--- src/rtl/clk_tick_gen.sv ---
// ---------------------------------------------------------------------------
// clk_tick_gen
//
// Multi-channel programmable clock-enable generator. Each of NUM_CH channels
// divides the system clock by its own runtime-loadable divisor. Every channel
// produces a one-cycle tick strobe and a 50% duty toggle output with a period
// of 2*div. Typical users are the traffic-light FSM timers: a 1 s state tick,
// a fast blink tick and a pedestrian-countdown tick, all in one clock domain.
//
// Ports
//   clock   : system clock, all logic on the rising edge
//   rst     : synchronous, active-high reset (cnt=0, div=DEF_DIV, outputs 0)
//   en      : global run enable; low freezes every channel
//   ch_en   : per-channel run enable
//   load    : per-channel divisor load strobe (accepted even when not running)
//   div_in  : shared divisor value written by any asserted load bit
//   tick    : registered one-cycle strobe per channel
//   clk_out : registered toggle output per channel, period 2*div
//   active  : registered; high when the channel runs with a nonzero divisor
// ---------------------------------------------------------------------------
module clk_tick_gen #(
    parameter int unsigned      NUM_CH  = 3,
    parameter int unsigned      CNT_W   = 32,
    parameter logic [CNT_W-1:0] DEF_DIV = CNT_W'(50000000)
) (
    input  logic              clock,
    input  logic              rst,
    input  logic              en,
    input  logic [NUM_CH-1:0] ch_en,
    input  logic [NUM_CH-1:0] load,
    input  logic [CNT_W-1:0]  div_in,
    output logic [NUM_CH-1:0] tick,
    output logic [NUM_CH-1:0] clk_out,
    output logic [NUM_CH-1:0] active
);

    for (genvar g = 0; g < NUM_CH; g++) begin : g_ch
        logic [CNT_W-1:0] cnt;
        logic [CNT_W-1:0] div;
        logic             tick_q;
        logic             clk_q;
        logic             act_q;
        logic             run;
        logic             at_term;

        // Terminal-count compare is only meaningful with a nonzero divisor;
        // with div=0 the channel is stalled and div-1 would wrap.
        always_comb begin
            run     = en & ch_en[g] & (div != '0);
            at_term = 1'b0;
            if (div != '0) begin
                at_term = (cnt == div - CNT_W'(1));
            end
        end

        always_ff @(posedge clock) begin
            if (rst) begin
                cnt    <= '0;
                div    <= DEF_DIV;
                tick_q <= 1'b0;
                clk_q  <= 1'b0;
                act_q  <= 1'b0;
            end else if (load[g]) begin
                // Load beats a coincident terminal count: no tick, no toggle.
                // active reflects the divisor being written, not the old one.
                div    <= div_in;
                cnt    <= '0;
                tick_q <= 1'b0;
                act_q  <= en & ch_en[g] & (div_in != '0);
            end else if (run) begin
                act_q <= 1'b1;
                if (at_term) begin
                    cnt    <= '0;
                    tick_q <= 1'b1;
                    clk_q  <= ~clk_q;
                end else begin
                    cnt    <= cnt + CNT_W'(1);
                    tick_q <= 1'b0;
                end
            end else begin
                // Hold: count and phase frozen so a re-enable resumes in place.
                tick_q <= 1'b0;
                act_q  <= 1'b0;
            end
        end

        assign tick[g]    = tick_q;
        assign clk_out[g] = clk_q;
        assign active[g]  = act_q;
    end

endmodule

--- config.mk ---
export PLATFORM = sky130hd
export DESIGN_NAME = clk_tick_gen
export DESIGN_NICKNAME = d
export VERILOG_FILES = /design/src/rtl/clk_tick_gen.sv
export SDC_FILE = /design/constraint.sdc
export NUM_CORES = 1
export LEC_CHECK = 0
export BUFFER_PORTS_ARGS = -buffer_cell sky130_fd_sc_hd__buf_2
export CAP_MARGIN = 30
export CELL_PAD_IN_SITES_DETAIL_PLACEMENT = 2
export CELL_PAD_IN_SITES_GLOBAL_PLACEMENT = 2
export CORE_MARGIN = 3
export CORE_UTILIZATION = 42
export DETAILED_ROUTE_END_ITERATION = 7
export GPL_ROUTABILITY_DRIVEN = 0
export PLACE_DENSITY = 0.91
export SYNTH_ARGS = -nofsm -noshare
export SYNTH_HDL_FRONTEND = slang
export SYNTH_SLANG_ARGS = --single-unit
--- constraint.sdc ---
create_clock -name clock -period 10.08 [get_ports clock]
set_input_delay 3.024 -clock clock [delete_from_list [all_inputs] [get_ports clock]]
set_output_delay 3.024 -clock clock [all_outputs]
set_load 0.005 [all_outputs]
==> reports/results.ini, run 1 <==
[sta]
max_slew.worst_pin.slew_ns=1.192
period_needed_ns=5.405
slew_violations=0
fmax_mhz=185.0
finalSetupViolCount=0
rsz0062_at_grt=no
holdWs_ns=0.4946
fin_crit_sh=0.5362
relSlewSlack=0.1983
skew_ns=0.03174
finalSetupTns_ns=0
finalHoldViolations=0

[synth]
synth_top_area_share=0.3429
synth_area_um2=11740
synth.distinct_cells=70
ys.flop_type=dfxtp_1
synth_edf_count=0
synth.area.top_cells=dfxtp_1, xnor2_1, mux2i_1, xor2_1, nor2_1
synth_top_area_cell=dfxtp_1
synth_nets=1445
ys_seq_area_frac=0.3429
syn_area_per_cell_um2=8.413
synthCells=1395
synth-seq-cells=201
synth-warning-count=0
async_flop_share=0

[worst_setup_path]
end_kind=register
critical_path_class=input pin to register
crit_path_max_incr_delay_ns=0.65
crit_fanout=8
cpMaxStageDelayCell=nor4_1
arrival_ns=5.80
crit_required_ns=10.48
critPathBufInv=1
reg2reg_slack_ns=5.04
worstReg2RegStart=g_ch[0].div[4]$_SDFFE_PP0P_
cp-start-kind=input pin
crit_chain=buf_2, nand2_1, a41o_1, nor2_1, nand3_1, nor4_1, nand3_1, xor2_1, nor2_1
rr_endpoint=g_ch[0].cnt[29]$_SDFFE_PP0P_
ff2ff_path_depth=10
path_delay_family=simple AND/OR/NAND/NOR gates

[cells_and_area]
diodes=0
utilization=0.4790
stdcell_area_um2=13020
drive_above_1_share=0.1053
final_nets=1448
fillers=2953
area_growth_pct=10.92
instances_no_fill=1787

[drt]
vias_per_cell=6.590
wl_per_cell_um=32.03
routed_wl_um=57240
antenna_left=0
route.detailed.drc=0
vias=11780
dr.first_iter.drc_count=1267
firstDrtPassIters=6

[grt]
grt_pass1_wl_um=82320
grt_use_met2=0.5959
antenna_found_initial=0
grt_max_degree=54
gr-total-overflow=0
grt_use_total=0.3479
grt_util_met1=0.4048
busiest_layer=met2
grt_util_met3=0.06763
grt_pass1_vias=12870

[pwr]
cellPowerDensity_nw_per_um2=161.8
vdd_drop_max_mv=0.1057
p_leak_nw=4.688

[clocking]
tritoncts=done
post_cts_resized=0
cts.sinks=201
cts_max_level=1
post_cts_buffers=0
path_clk_slew_ns=0.06
cts_inserted_buffers=24
clock_path_buffers=3
holdBufCountCts=0
ctsRootBufferMaster=clkbuf_16
clk_latency_ns=0.56

[hold_path]
min-delay-start=g_ch[2].clk_q$_SDFFE_PP0P_
min_path_cells=2
holdPathEnd=g_ch[2].clk_q$_SDFFE_PP0P_
hp-class=register to register

[floorplan]
die_y_um=173.2
pin_count=50
die_x_um=173.2
initial_core_util=0.4319
num_rows=60
fp.dieArea_um2=29980
core-area_um2=27180

[placement]
place_hpwl_um=32710
place_inst=1738
portBuffers=49
placed_area_um2=12090

[flow_run]
drv_cap=0

[status]
status=completed

==> state kept, by name (all words and copies together), names as in the netlist <==
name	cells
g_ch.act_q	3
g_ch.clk_q	3
g_ch.cnt	96
g_ch.div	96
g_ch.tick_q	3
==> stage by stage <==
step           worst slack (ns)  total power [W]
6_report                  4.675         0.002106
3_5_place_dp              4.465         0.001085
4_1_cts                   4.761         0.002083
5_1_grt                   4.535         0.002148
2_1_floorplan             5.368         0.001006
3_3_place_gp              4.627         0.001062
==> metal layers <==
layer | vias to the layer above | share of wire
met5 | - | 0
li1 | 4907 | -
met3 | 266 | 0.073
met1 | 5904 | 0.38
met4 | 0 | 0.062
met2 | 699 | 0.49
==> worst reg2reg max path: cells and delay by family, from the launching register on <==
family / cells / cell delay (ns)
compound gates: 2 / 0.55
buf+inv: 1 / 0.43
flops: 1 / 0.47
simple gates: 7 / 3.41
==> placed cells by master (no fill, tap or decap), types with 5 or more instances in the layout <==
master and n:
mux2i_1 96, o211ai_1 11, and3_1 32, nor4b_1 5, a21oi_1 21, nor3b_1 6, or3_1 19, nand3_1 59
xnor2_1 120, ha_1 9, or4_1 19, buf_2 53, nor3_2 30, buf_4 6, clkbuf_8 7, nand2_1 110
o31ai_1 6, and2_1 14, clkbuf_16 24, nor4_1 48, a211oi_1 8, nor2b_1 11, a2111oi_0 5, nor2_1 189
xor2_1 97, o21ai_0 13, nand4b_1 6, inv_1 21, nand4_1 40, nor3_1 45, dfxtp_1 201, and4_1 7
==> Yosys cell counts, drive strengths merged (19+ instances only) <==
cell / instances
nand4: 40
clkbuf: 57
inv: 21
xnor2: 120
dfxtp: 201
and3: 32
nand2: 110
a21oi: 21
nand3: 59
xor2: 97
nor4: 49
buf: 29
nor3: 75
or3: 19
mux2i: 96
nor2: 189
or4: 22
==> worst max path at each step <==
stage,to,cells past startpoint,start
global route,g_ch[2].cnt[29]$_SDFFE_PP0P_,9,en
CTS,g_ch[2].cnt[29]$_SDFFE_PP0P_,9,en
detailed placement,g_ch[0].cnt[23]$_SDFFE_PP0P_,8,en
global placement,g_ch[0].cnt[31]$_SDFFE_PP0P_,8,en
finish,g_ch[2].cnt[29]$_SDFFE_PP0P_,9,en
floorplan,g_ch[2].cnt[29]$_SDFFE_PP0P_,8,ch_en[2]
==> cells by family (layout without fill, tap and decap cells) <==
family | after synthesis | after routing | synth area share
xor+xnor | 217 | 217 | 0.1619
simple gates | 660 | 660 | 0.2968
buf+inv | 107 | 127 | 0.04339
mux | 97 | 97 | 0.08284
flops | 201 | 201 | 0.3429
fa+ha+maj | 9 | 9 | 0.009595
compound gates | 104 | 104 | 0.06258
==> cell type report <==
class	count	area (µm²)	share of cell area
Clock inverter	10	165.2	0.01269
Timing Repair Buffer	63	372.9	0.02864
Inverter	21	78.83	0.006055
Tap cell	372	465.4	0.03576
Multi-Input combinational cell	1087	7207	0.5536
Sequential cell	201	4024	0.3091
Clock buffer	33	704.4	0.05411
==> power by group <==
group / switching, W / internal, W / total, W
registers: 0.0000552 / 0.000818 / 0.000873
clock network: 0.000402 / 0.000592 / 0.000994
logic: 0.000156 / 0.0000826 / 0.000239
Note: power is estimated with default switching activity, not from simulation.
==> run 2, diff against run 1 <==
Settings changed: ABC_AREA set to 1, CORE_UTILIZATION 42 to 34, PLACE_DENSITY 0.91 to 0.85.
Clock period 10.08 ns to 5 ns, I/O delays scaled along.
==> run 2 against run 1 <==
- cell count increased by 60%
- register-to-register slack got worse by 3.4 ns
- global-route usage decreased by 7.0 points
- die area increased by 44%
- first-iteration DRC count decreased by 36%
- largest power group unchanged
- critical path depth increased by 4
==> reports/results.ini, run 2 <==
[placement]
placed_area_um2=14470  ; was 12090 µm²
place_hpwl_um=47960  ; was 32710 µm
portBuffers=49  ; unchanged

[clocking]
cts_max_level=1  ; unchanged
ctsRootBufferMaster=clkbuf_16  ; unchanged
post_cts_buffers=0  ; unchanged
tritoncts=done  ; unchanged
path_clk_slew_ns=0.06  ; about the same
clk_latency_ns=0.56  ; about the same
holdBufCountCts=0  ; unchanged
clock_path_buffers=3  ; unchanged
post_cts_resized=0  ; unchanged
cts.sinks=201  ; unchanged
cts_inserted_buffers=27  ; was 24

[drt]
vias_per_cell=5.382  ; was 6.590
dr.first_iter.drc_count=812  ; was 1267
antenna_left=0  ; unchanged
routed_wl_um=61040  ; was 57240 µm
vias=15380  ; was 11780
wl_per_cell_um=21.36  ; was 32.03 µm
route.detailed.drc=0  ; unchanged
firstDrtPassIters=5  ; was 6

[sta]
rsz0062_at_grt=no  ; unchanged
fmax_mhz=295.0
relSlewSlack=0.4165  ; was 0.1983
skew_ns=0.01642  ; was 0.03174 ns
finalSetupViolCount=0  ; unchanged
fin_crit_sh=0.6779
slew_violations=0  ; unchanged
period_needed_ns=3.390
max_slew.worst_pin.slew_ns=0.8753  ; was 1.192 ns
finalHoldViolations=0  ; unchanged
finalSetupTns_ns=0  ; unchanged

[worst_setup_path]
ff2ff_path_depth=13  ; was 10
arrival_ns=3.82  ; was 5.80 ns
critical_path_class=register to register  ; was input pin to register
end_kind=register  ; unchanged
cp-start-kind=register  ; was input pin
crit_fanout=14  ; was 8
crit_required_ns=5.43  ; was 10.48 ns

[pwr]
vdd_drop_max_mv=0.2508  ; was 0.1057 mV
p_leak_nw=6.711  ; was 4.688 nW
cellPowerDensity_nw_per_um2=279.4  ; was 161.8 nW/µm²

[synth]
synth-seq-cells=201  ; unchanged
syn_area_per_cell_um2=6.034  ; was 8.413 µm²
async_flop_share=0  ; unchanged
synth_edf_count=0  ; unchanged
synth_top_area_cell=dfxtp_1  ; unchanged
synth_area_um2=13810  ; was 11740 µm²
synth-warning-count=0  ; unchanged
synth.distinct_cells=40  ; was 70
synth.most_common_cell=nand2_1  ; was dfxtp_1
synth_top_area_share=0.2915  ; was 0.3429
ys_seq_area_frac=0.2915  ; was 0.3429
synth_nets=2338  ; was 1445
synth_common_cells=nand2_1, nor2_1, inv_1, dfxtp_1, nand3_1  ; was dfxtp_1, nor2_1, xnor2_1, nand2_1, xor2_1
synth.area.top_cells=dfxtp_1, nand2_1, nor2_1, inv_1, nand3_1  ; was dfxtp_1, xnor2_1, mux2i_1, xor2_1, nor2_1
ys.flop_type=dfxtp_1  ; unchanged
synthCells=2288  ; was 1395

[floorplan]
num_rows=73  ; was 60
initial_core_util=0.3459  ; was 0.4319
fp.dieArea_um2=43060  ; was 29980 µm²
die_x_um=207.5  ; was 173.2 µm
pin_count=50  ; unchanged
die_y_um=207.5  ; was 173.2 µm
core-area_um2=39910  ; was 27180 µm²

[hold_path]
hp-class=register to register  ; unchanged
min_path_cells=2  ; unchanged

[grt]
grt_use_total=0.2778  ; was 0.3479
gr-total-overflow=0  ; unchanged
antenna_found_initial=0  ; unchanged
grt_pass1_wl_um=96900  ; was 82320 µm
grt_max_degree=56  ; was 54
grt_pass1_vias=17190  ; was 12870

[status]
status=completed  ; unchanged

[cells_and_area]
utilization=0.3841  ; was 0.4790
stdcell_area_um2=15330  ; was 13020 µm²
final_nets=2365  ; was 1448
layout_commonest_cell=nand2_1  ; was dfxtp_1
area_growth_pct=11.06  ; was 10.92%
drive_above_1_share=0.06818  ; was 0.1053
reg_top3=g_ch.cnt: 96 flops, g_ch.div: 96 flops  ; unchanged
final_cell_mix=nand2_1, nor2_1, inv_1, dfxtp_1, nand3_1  ; was dfxtp_1, nor2_1, xnor2_1, nand2_1, xor2_1

[flow_run]
drv_cap=0  ; unchanged

-- run 2: changes by cell type in the layout (fill, tap and decap cells not counted), moves of 96 or more --
cell	change
nand3_1	+105
nor2_1	+197
nand2_1	+492
o21ai_0	+98
inv_1	+266
mux2i_1	-96
-- run 2: power breakdown --
group | total (W) | switching, W | internal, W
sequential | 0.00175 | 0.0000927 | 0.00166
clock | 0.00193 | 0.000798 | 0.00113
combinational | 0.000602 | 0.000421 | 0.000180
total | 0.00428 | 0.00131 | 0.00297
-- run 2: metrics by stage --
stage               total power (W)  worst slack, ns  instances  hold WS [ns]
finish                     0.004284            1.610       2858        0.5290
global route               0.004455            1.365       2857        0.5591
CTS                        0.004309            1.637       2857        0.5289
detailed placement         0.002366            1.389       2811        0.5083
global placement           0.002328            1.516       2811        0.4972
floorplan                  0.002142            2.211       2288        0.4685
-- run 2: worst max-delay path, cell delays in order, from the launching register on --
cell and delay (ns):
dfxtp_1 0.40, nor2_1 0.13, nand2_1 0.15, nor2_1 0.39
nand2_1 0.26, nor2_1 0.18, xor2_1 0.23, nand2_1 0.08
nor2_1 0.23, nand2_1 0.11, nor2_2 0.30, nand3_2 0.36
nand2_2 0.35, nor2_1 0.09
-- run 2: worst paths after layout --
path                                             startpoint                            to  slack (ns)
worst max-delay path            g_ch[0].div[2]$_SDFFE_PP0P_  g_ch[0].cnt[30]$_SDFFE_PP0P_        1.61
worst min-delay path            g_ch[2].div[6]$_SDFFE_PP0P_   g_ch[2].div[6]$_SDFFE_PP0P_        0.53
worst max register to register  g_ch[0].div[2]$_SDFFE_PP0P_  g_ch[0].cnt[30]$_SDFFE_PP0P_        1.61
worst min register to register  g_ch[2].div[6]$_SDFFE_PP0P_   g_ch[2].div[6]$_SDFFE_PP0P_        0.53
-- run 2: area by class of cell --
cell class | instances | area (µm²)
diodes | 1 | 2.502
clock buffers | 33 | 728.2
clock inverters | 13 | 128.9
fillers | 5003 | 24580
inverters | 297 | 1115
multi-input cells | 1731 | 8372
flip-flops and latches | 201 | 4024
well taps | 525 | 656.9
repair buffers | 57 | 305.3
-- run 2: kinds of logic after synthesis --
kind of cell / after synthesis / share of synthesized area
compound gates: 222 / 0.08293
xor+xnor: 146 / 0.09262
fa+ha+maj: 9 / 0.008157
buf+inv: 356 / 0.1021
flops: 201 / 0.2915
simple gates: 1354 / 0.4227
-- run 2: metal layers --
layer	global-route usage	share of wire	vias up
met5	0	0	-
met4	0.1030	0.041	0
met3	0.04126	0.042	141
met2	0.4999	0.50	285
met1	0.3346	0.42	7672
li1	-	-	7285
==> run 3, diff against run 2 <==
Settings changed: ABC_AREA 1 to 0, CORE_UTILIZATION 34 to 39.
Clock period 5 ns to 3.3 ns, I/O delays scaled along.
==> run 3 against run 2 <==
- the run now ends with setup timing left
- cell count is 33% lower
- worst setup slack got worse by 1.8 ns
- clock power is 56% higher
- clock skew increased by 0.021 ns
- count of clock-buffer cells in the layout rose by 7
- combinational power up 54%
- power grew 53%
- highest routed layer unchanged
==> reports/results.ini, run 3 (synthesis results as in run 1) <==
[status]
status=finished, violations left  ; was completed
violations=setup timing

[drt]
route.detailed.drc=0  ; unchanged
routed_wl_um=58260  ; was 61040 µm
dr.first_iter.drc_count=1100  ; was 812
firstDrtPassIters=5  ; unchanged
antenna_left=0  ; unchanged
wl_per_cell_um=30.58  ; was 21.36 µm
vias=12010  ; was 15380
vias_per_cell=6.306  ; was 5.382

[grt]
antenna_found_initial=1  ; was 0
grt_max_degree=32  ; was 56
grt_pass1_wl_um=82450  ; was 96900 µm
grt_use_total=0.3214  ; was 0.2778
gr-total-overflow=0  ; unchanged
grt_pass1_vias=13270  ; was 17190

[sta]
fin_crit_sh=1.068  ; was 0.6779
relSlewSlack=0.4008  ; was 0.4165
worst_slack_ns=-0.2249  ; was 1.610 ns
holdWs_ns=0.5099  ; was 0.5290 ns
slew_violations=0  ; unchanged
period_needed_ns=3.525  ; was 3.390 ns
max_slew.worst_pin.slew_ns=0.8906  ; was 0.8753 ns
finalSetupViolCount=64  ; was 0
fmax_mhz=283.7  ; was 295.0 MHz
skew_ns=0.03758  ; was 0.01642 ns
rsz0062_at_grt=yes  ; was no
finalHoldViolations=0  ; unchanged

[clocking]
path_clk_slew_ns=0.07  ; was 0.06 ns
tritoncts=done  ; unchanged
cts_max_level=1  ; unchanged
clk_latency_ns=0.56  ; about the same
clock_path_buffers=3  ; unchanged
cts_inserted_buffers=25  ; was 27
ctsRootBufferMaster=clkbuf_16  ; unchanged
cts.sinks=201  ; unchanged

[floorplan]
initial_core_util=0.4024  ; was 0.3459
die_x_um=179.5  ; was 207.5 µm
fp.dieArea_um2=32210  ; was 43060 µm²
core-area_um2=29170  ; was 39910 µm²
num_rows=62  ; was 73
pin_count=50  ; unchanged
die_y_um=179.5  ; was 207.5 µm

[cells_and_area]
seq_area_um2=4028  ; was 4024 µm²
area_growth_pct=20.66  ; was 11.06%
instances_no_fill=1905  ; was 2858
fillers=3123  ; was 5003
multiInputGateArea_um2=7517  ; was 8372 µm²
final_cell_mix=dfxtp_1, nor2_1, xnor2_1, nand2_1, buf_4  ; was nand2_1, nor2_1, inv_1, dfxtp_1, nand3_1
drive_above_1_share=0.2033  ; was 0.06818
layout_commonest_cell=dfxtp_1  ; was nand2_1
final_nets=1552  ; was 2365
reg_top3=g_ch.cnt: 96 flops, g_ch.div: 96 flops  ; unchanged
stdcell_area_um2=14160  ; was 15330 µm²

[pwr]
p_leak_nw=5.245  ; was 6.711 nW
cellPowerDensity_nw_per_um2=463.5  ; was 279.4 nW/µm²
vdd_drop_max_mv=0.3509  ; was 0.2508 mV

[worst_setup_path]
cp-start-kind=register  ; unchanged
end_kind=register  ; unchanged
ff2ff_path_depth=10  ; was 13
crit_fanout=18  ; was 14
crit_required_ns=3.71  ; was 5.43 ns
worstReg2RegStart=g_ch[0].div[4]$_SDFFE_PP0P_  ; was g_ch[0].div[2]$_SDFFE_PP0P_
arrival_ns=3.94  ; was 3.82 ns
critPathLaunch=g_ch[0].div[4]$_SDFFE_PP0P_  ; was g_ch[0].div[2]$_SDFFE_PP0P_
critical_path_class=register to register  ; unchanged

[placement]
placed_area_um2=12940  ; was 14470 µm²
place_inst=1855  ; was 2811
portBuffers=49  ; unchanged
place_hpwl_um=35460  ; was 47960 µm

[hold_path]
min_path_cells=2  ; unchanged
hp-class=register to register  ; unchanged
min-delay-start=g_ch[2].clk_q$_SDFFE_PP0P_  ; was g_ch[2].div[6]$_SDFFE_PP0P_

[flow_run]
drv_cap=0  ; unchanged

run 3: worst max-delay path, cell delays in order, from the launching register on:
cell	delay, ns
dfxtp_2	0.33
or4_4	0.54
or3_4	0.41
or4_4	0.49
or4_1	0.41
o31ai_1	0.20
o2111ai_1	0.18
nor4_2	0.32
and2_4	0.26
buf_12	0.18
nor3_2	0.06
run 3: final cells by class:
cell class | count | share of cell area
clock inverter | 5 | 0.007068
timing repair buffer | 166 | 0.08420
tap | 384 | 0.03393
inverter | 21 | 0.005566
antenna | 1 | 0.0001767
sequential | 201 | 0.2844
multi-input combinational | 1087 | 0.5308
clock buffer | 40 | 0.05381
run 3: what timing repair did:
action / CTS / global route
setup endpoints to repair: 88 / 100
gates resized for setup: 25 / 49
pin swaps: 2 / 10
buffers inserted: 3 / 3
hold buffers: 0 / 0
run 3: path summary, 6_finish.rpt:
kind | to | slack, ns
worst max-delay path | g_ch[0].cnt[14]$_SDFFE_PP0P_ | -0.22
worst min-delay path | g_ch[2].clk_q$_SDFFE_PP0P_ | 0.51
worst max register to register | g_ch[0].cnt[14]$_SDFFE_PP0P_ | -0.22
worst min register to register | g_ch[2].clk_q$_SDFFE_PP0P_ | 0.51
run 3: where the power goes:
part | leakage (nW) | internal (W) | switching (W)
clock | 0.424 | 0.00180 | 0.00121
sequential | 1.64 | 0.00250 | 0.000119
combinational | 3.18 | 0.000346 | 0.000580
run 3: per-stage QoR:
step	util	total power (W)	setup slack, ns	TNS [ns]
global placement	0.4434	0.003366	-0.07641	-2.077
detailed placement	0.4437	0.003432	-0.1494	-8.228
CTS	0.4775	0.006479	-0.2044	-5.769
finish	0.4855	0.006564	-0.2249	-7.062
floorplan	-	0.003072	-0.2079	-6.289
global route	0.4855	0.006711	-0.3387	-17.27
run 3: metal layers:
layer / track usage / part of all wire / vias to the layer above
li1: - / - / 5104
met1: 0.3699 / 0.38 / 6075
met2: 0.5692 / 0.49 / 561
met3: 0.05174 / 0.060 / 273
met4: 0.1754 / 0.073 / 0
met5: 0 / 0 / -
